[src/rtl/pc_fetch_unit_if.sv]
// Control-to-fetch bus for pc_fetch_unit: next-PC controls in, PC/ROM strobe/status out.
interface pc_fetch_unit_if #(
  parameter int unsigned CNT_W = 16
);
  logic             pc_wre;
  logic [1:0]       pc_src;
  logic [31:0]      imm_ext;
  logic [25:0]      jaddr;
  logic [31:0]      rs_data;
  logic             halt_req;
  logic [31:0]      pc;
  logic [31:0]      pc_plus4;
  logic             nrd;
  logic             halted;
  logic             fault;
  logic [CNT_W-1:0] retired;

  // master = decode/control side, slave = fetch unit
  modport master (
    output pc_wre, pc_src, imm_ext, jaddr, rs_data, halt_req,
    input  pc, pc_plus4, nrd, halted, fault, retired
  );

  modport slave (
    input  pc_wre, pc_src, imm_ext, jaddr, rs_data, halt_req,
    output pc, pc_plus4, nrd, halted, fault, retired
  );
endinterface

[src/rtl/pc_fetch_unit.sv]
// PC register, next-PC select and fetch sequencing (BOOT/RUN/HALT/FAULT) ahead of the ROM.
// Optional macro PC_ALIGN_CHECK_EN: misaligned next-PC faults instead of being truncated.
module pc_fetch_unit #(
  parameter logic [31:0] RESET_PC  = 32'h0000_0000,
  parameter int unsigned ROM_BYTES = 100,
  parameter int unsigned CNT_W     = 16
) (
  input logic              clk,
  input logic              nrst,
  pc_fetch_unit_if.slave   bus
);

  typedef enum logic [1:0] {
    ST_BOOT  = 2'd0,
    ST_RUN   = 2'd1,
    ST_HALT  = 2'd2,
    ST_FAULT = 2'd3
  } state_e;

  // Range checks use 33 bits so addresses near 2^32 cannot wrap into the ROM
  localparam bit BOOT_BAD = ({1'b0, RESET_PC} + 33'd3) >= 33'(ROM_BYTES);

  state_e           state_q;
  logic [31:0]      pc_q;
  logic [31:0]      pc_plus4_q;
  logic [CNT_W-1:0] retired_q;
  logic             nrd_q;
  logic             halted_q;
  logic             fault_q;

  logic [31:0]      pc_d;
  logic             align_err;
  logic             range_err;

  // Next-PC select and commit checks
  always_comb begin
    pc_d = pc_plus4_q;
    unique case (bus.pc_src)
      2'b00:   pc_d = pc_plus4_q;
      2'b01:   pc_d = pc_plus4_q + (bus.imm_ext << 2);
      2'b10:   pc_d = {pc_plus4_q[31:28], bus.jaddr, 2'b00};
      default: pc_d = bus.rs_data;
    endcase
`ifdef PC_ALIGN_CHECK_EN
    align_err = |pc_d[1:0];
`else
    pc_d[1:0] = 2'b00;
    align_err = 1'b0;
`endif
    range_err = ({1'b0, pc_d} + 33'd3) >= 33'(ROM_BYTES);
  end

  // Fetch FSM with registered outputs
  always_ff @(posedge clk or negedge nrst) begin
    if (!nrst) begin
      state_q    <= ST_BOOT;
      pc_q       <= RESET_PC;
      pc_plus4_q <= RESET_PC + 32'd4;
      retired_q  <= '0;
      nrd_q      <= 1'b1;
      halted_q   <= 1'b0;
      fault_q    <= 1'b0;
    end else begin
      unique case (state_q)
        ST_BOOT: begin
          if (BOOT_BAD) begin
            state_q  <= ST_FAULT;
            halted_q <= 1'b1;
            fault_q  <= 1'b1;
          end else begin
            state_q <= ST_RUN;
            nrd_q   <= 1'b0;
          end
        end
        ST_RUN: begin
          if (bus.halt_req) begin
            state_q  <= ST_HALT;
            nrd_q    <= 1'b1;
            halted_q <= 1'b1;
          end else if (bus.pc_wre) begin
            if (align_err || range_err) begin
              state_q  <= ST_FAULT;
              nrd_q    <= 1'b1;
              halted_q <= 1'b1;
              fault_q  <= 1'b1;
            end else begin
              pc_q       <= pc_d;
              pc_plus4_q <= pc_d + 32'd4;
              if (retired_q != '1) retired_q <= retired_q + CNT_W'(1);
            end
          end
        end
        default: begin
          state_q <= state_q;
        end
      endcase
    end
  end

  assign bus.pc       = pc_q;
  assign bus.pc_plus4 = pc_plus4_q;
  assign bus.retired  = retired_q;
  assign bus.nrd      = nrd_q;
  assign bus.halted   = halted_q;
  assign bus.fault    = fault_q;

endmodule

[src/flat_wrapper.sv]
// flat-port wrapper written by rule: the top's interface ports become plain ports
module pc_fetch_unit_flat 
#(
  parameter logic [31:0] RESET_PC  = 32'h0000_0000,
  parameter int unsigned ROM_BYTES = 100,
  parameter int unsigned CNT_W     = 16
)
  (clk, nrst, bus_pc_wre, bus_pc_src, bus_imm_ext, bus_jaddr, bus_rs_data, bus_halt_req, bus_pc, bus_pc_plus4, bus_nrd, bus_halted, bus_fault, bus_retired);
  pc_fetch_unit_if #(.CNT_W(CNT_W)) bus_i ();
  input logic clk;
  input logic nrst;
  input wire logic [$bits(bus_i.pc_wre)-1:0] bus_pc_wre;
  input wire logic [$bits(bus_i.pc_src)-1:0] bus_pc_src;
  input wire logic [$bits(bus_i.imm_ext)-1:0] bus_imm_ext;
  input wire logic [$bits(bus_i.jaddr)-1:0] bus_jaddr;
  input wire logic [$bits(bus_i.rs_data)-1:0] bus_rs_data;
  input wire logic [$bits(bus_i.halt_req)-1:0] bus_halt_req;
  output wire logic [$bits(bus_i.pc)-1:0] bus_pc;
  output wire logic [$bits(bus_i.pc_plus4)-1:0] bus_pc_plus4;
  output wire logic [$bits(bus_i.nrd)-1:0] bus_nrd;
  output wire logic [$bits(bus_i.halted)-1:0] bus_halted;
  output wire logic [$bits(bus_i.fault)-1:0] bus_fault;
  output wire logic [$bits(bus_i.retired)-1:0] bus_retired;
  assign bus_i.pc_wre = bus_pc_wre;
  assign bus_i.pc_src = bus_pc_src;
  assign bus_i.imm_ext = bus_imm_ext;
  assign bus_i.jaddr = bus_jaddr;
  assign bus_i.rs_data = bus_rs_data;
  assign bus_i.halt_req = bus_halt_req;
  assign bus_pc = bus_i.pc;
  assign bus_pc_plus4 = bus_i.pc_plus4;
  assign bus_nrd = bus_i.nrd;
  assign bus_halted = bus_i.halted;
  assign bus_fault = bus_i.fault;
  assign bus_retired = bus_i.retired;
  pc_fetch_unit #(.RESET_PC(RESET_PC), .ROM_BYTES(ROM_BYTES), .CNT_W(CNT_W)) u_core (.clk(clk), .nrst(nrst), .bus(bus_i));
endmodule
[config.mk]
export PLATFORM = sky130hd
export DESIGN_NAME = pc_fetch_unit_flat
export DESIGN_NICKNAME = d
export VERILOG_FILES = /design/src/rtl/pc_fetch_unit_if.sv /design/src/rtl/pc_fetch_unit.sv /design/src/flat_wrapper.sv
export SDC_FILE = /design/constraint.sdc
export NUM_CORES = 1
export LEC_CHECK = 0
export ABC_AREA = 0
export CORE_AREA = 2 2 117 119
export DETAILED_ROUTE_END_ITERATION = 8
export DIE_AREA = 0 0 119 121
export PLACE_DENSITY = 0.76
export SLEW_MARGIN = 40
export SYNTH_ARGS = -nofsm -noshare
export SYNTH_HDL_FRONTEND = slang
export SYNTH_SLANG_ARGS = --single-unit
[constraint.sdc]
create_clock -name clk -period 3.8 [get_ports clk]
set_clock_uncertainty 0.1 [all_clocks]
set_input_delay 1.14 -clock clk [delete_from_list [all_inputs] [get_ports clk]]
set_output_delay 1.14 -clock clk [all_outputs]
set_load 0.005 [all_outputs]
==> flow_summary.yaml <==
clocking:
  clk_pin_slew_ns: 0.06
  cts_sinks: 81
  htreeDepth: 3
  numCtsBuffers: 9
  cts_tree: "yes"
  root_buffer: "clkbuf_16"
  insertion_delay_ns: 0.35
  cts_hold_buf: 0
  cts.path.max_buffers: 2
global_route:
  overflow: 0
  antenna_found_initial: 1
  grt-busiest-layer: "met2"
  grt_pass1_vias: 6409
  grtUsageMet3_pct: 6.48
  grt_pass1_wl_mm: 33.9
  grt_usage_pct: 30.1
  met1_usage_pct: 37.2
  use_met2_pct: 50.8
  grt_max_degree: 82
sta:
  finalCritPeriodShare_pct: 113
  rsz0062_at_grt: "true"
  period_minus_slack_ns: 4.30
  setup_viol_count_final: 80
  slew_headroom_pct: 37.2
  max_freq_mhz: 232
  layout_setup_ws_ns: -0.502
  drv_slew: 0
  tightest_slew_ns: 0.941
  finalHoldViolCount: 0
critical_path:
  crit_family: "compound AO/OA/AOI/OAI gates"
  cp_slowest_cell: "nor4_4"
  crit_chain: "buf_8 -> ha_4 -> inv_2 -> fa_2 -> nand2b_4 -> a211oi_4 -> buf_4 -> o2111ai_4 -> a31oi_4 -> a21oi_2 -> xnor2_1 -> o211a_1 -> nor4_4 -> nand4_4 -> buf_12 -> buf_8 -> nand3b_1 -> xnor2_1"
  worst_setup_path_end_kind: "flop"
  worstPathRequired_ns: 3.93
  cp-start-kind: "input port"
  path_class: "in2reg"
  worstPathArrival_ns: 4.43
  cp_max_fo: 6
  cp.buffers_inverters: 5
  max_stage_delay_ns: 0.38
pwr:
  powerDensity_nw_per_um2: 217
  p_total_mw: 2.16
  p_leak_nw: 4.50
  worst_ir_drop_vdd_uv: 254
routing:
  wirelength_mm: 22.0
  route.detailed.drc: 0
  drtIter0Drc: 392
  detail_route.vias_per_cell: 5.54
  drt_pass1_iterations: 5
  via_count: 6099
  wl_per_cell_um: 20.0
  antenna_left: 0
floorplanning:
  num_io_pins: 179
  die-area_sq_um: 14400
  die_x_um: 119
  die_h_um: 121
  core-area_sq_um: 13100
  initial_core_util_pct: 41.7
  num_rows: 42
cells_and_area:
  n_fill_cell: 871
  area.sequential_sq_um: 2030
  fin_area_sq_um: 9950
  stdcell_count: 1100
  nNetsFinal: 1047
  syn_to_final_growth_pct: 82.5
  drive_above_1_share_pct: 37.8
  multi_input_area_sq_um: 4200
placement:
  dp_slack_ns: -1.41
  dp_hpwl_mm: 15.7
  place.gp.congestion: 0.992
  port_buffers: 170
  post_dp_cell_area_sq_um: 8420
  dp_cells: 1053
synthesis:
  synth_area_per_cell_sq_um: 9.26
  synth_warnings: 0
  yosysSeqAreaShare_pct: 37.2
  ys_types: 69
  async_flop_share_pct: 100
  ys_dominant_reg_cell: "dfrtp_1"
  syn_inst: 589
  syn_area_sq_um: 5460
  synth_edf_count: 0
  ys_ff_latch: 81
min_path:
  worst_hold_path_type: "reg2reg"
outcome:
  status: "finished, violations left"
  violations: "setup timing"
flow_run:
  drv_cap: 0
## synthesized netlist by cell type (all sizes together), types with 13 or more instances
| cell type | number | share of area, % |
|---|---|---|
| nor3 | 13 | 1.2 |
| xor2 | 18 | 2.9 |
| clkbuf | 17 | 1.2 |
| inv | 13 | 0.89 |
| nand3 | 15 | 1.4 |
| a21oi | 45 | 4.1 |
| nor2 | 31 | 2.1 |
| and2 | 55 | 6.3 |
| buf | 15 | 1.6 |
| ha | 31 | 7.1 |
| nand2 | 47 | 3.2 |
| dfrtp | 79 | 36 |
| o21ai | 31 | 2.8 |
| nand4 | 16 | 2.1 |
## power breakdown
group / internal [mW] / leakage, nW / switching (mW) / total (mW)
clock: 0.525 / 0.138 / 0.362 / 0.886
sequential: 0.869 / 1.11 / 0.00504 / 0.874
combinational: 0.221 / 3.25 / 0.183 / 0.405
total: 1.61 / 4.50 / 0.550 / 2.16
## path summary, 6_finish.rpt
check,slack [ns],cells after the start,to,from
hold reg to reg,0.38,1,u_core.bus.fault$_DFFE_PN0P_,u_core.bus.fault$_DFFE_PN0P_
hold / removal,0.38,1,u_core.bus.fault$_DFFE_PN0P_,u_core.bus.fault$_DFFE_PN0P_
setup / recovery,-0.50,18,u_core.bus.retired[4]$_DFFE_PN0P_,bus_imm_ext[0]
min in group asynchronous,0.58,1,u_core.bus.pc[20]$_DFFE_PN0P_,nrst
max in group asynchronous,2.42,2,u_core.bus.pc_plus4[2]$_DFFE_PN1P_,nrst
setup reg to reg,-0.20,17,u_core.bus.retired[4]$_DFFE_PN0P_,u_core.bus.pc_plus4[2]$_DFFE_PN1P_
## placed cells by master, fill, tap and decap left out, types with 13 or more instances in the layout
cell type / instances
and2_1: 55
nand2_1: 40
xor2_1: 16
buf_4: 152
nand4_1: 15
nand3_1: 13
buf_6: 22
nor2_1: 24
dfrtp_1: 79
a21oi_1: 26
clkdlybuf4s50_1: 137
ha_4: 24
## per-stage QoR
stage / hold slack, ns / utilization, % / setup TNS [ns]
2_1_floorplan: 0.351 / - / -35.81
6_report: 0.380 / 76.1 / -26.97
4_1_cts: 0.383 / 72.8 / -46.67
5_1_grt: 0.406 / 76.1 / -34.37
3_5_place_dp: 0.366 / 64.3 / -102.46
3_3_place_gp: 0.348 / 64.3 / -93.42
## final cells by class
class | count | area share [%]
Antenna cell | 1 | 0.0251
Tap cell | 176 | 2.21
Timing Repair Buffer | 348 | 31.7
Inverter | 13 | 0.490
Clock buffer | 11 | 2.44
Multi-Input combinational cell | 466 | 42.2
Sequential cell | 81 | 20.4
Clock inverter | 4 | 0.541
## sequential cells by signal, indices dropped and copies added, names as in the netlist
register and flops:
u_core.bus.pc 30, u_core.bus.pc_plus4 30, u_core.bus.retired 16, u_core.state_q 2
u_core.bus.fault 1, u_core.bus.halted 1, u_core.bus.nrd 1
## metal layers
metal | part of all wire, % | wire length (um)
met5 | 0 | 0
met4 | 4.4 | 960
met3 | 6.6 | 1450
met2 | 49 | 10700
met1 | 40 | 8860
## cells by family (layout without fill, tap and decap cells)
kind of cell,after synthesis,count (layout),synth area share (%)
other,1,5,0.0687
multiplexers,19,19,4.98
flip-flops,81,81,37.2
AO/OA/AOI/OAI,150,150,18.1
AND/OR/NAND/NOR,232,232,23.9
buffers and inverters,45,376,3.65
adder cells (fa/ha/maj),32,32,7.48
XOR/XNOR,29,29,4.66
## worst reg2reg max path, delay by kind of cell (launching register included)
| family | cells | cell delay [ns] |
|---|---|---|
| xor+xnor | 2 | 0.31 |
| buf+inv | 4 | 0.53 |
| compound gates | 5 | 0.99 |
| simple gates | 4 | 0.93 |
| flops | 1 | 0.56 |
| fa+ha+maj | 2 | 0.48 |
## timing repair
action / in CTS / in global routing
pin swaps: 61 / 73
setup buffers: 17 / 20
gates resized for setup: 163 / 121
gates cloned: 3 / 0
setup endpoints to repair: 80 / 80
No activity file was read; power rests on OpenSTA's default activity.
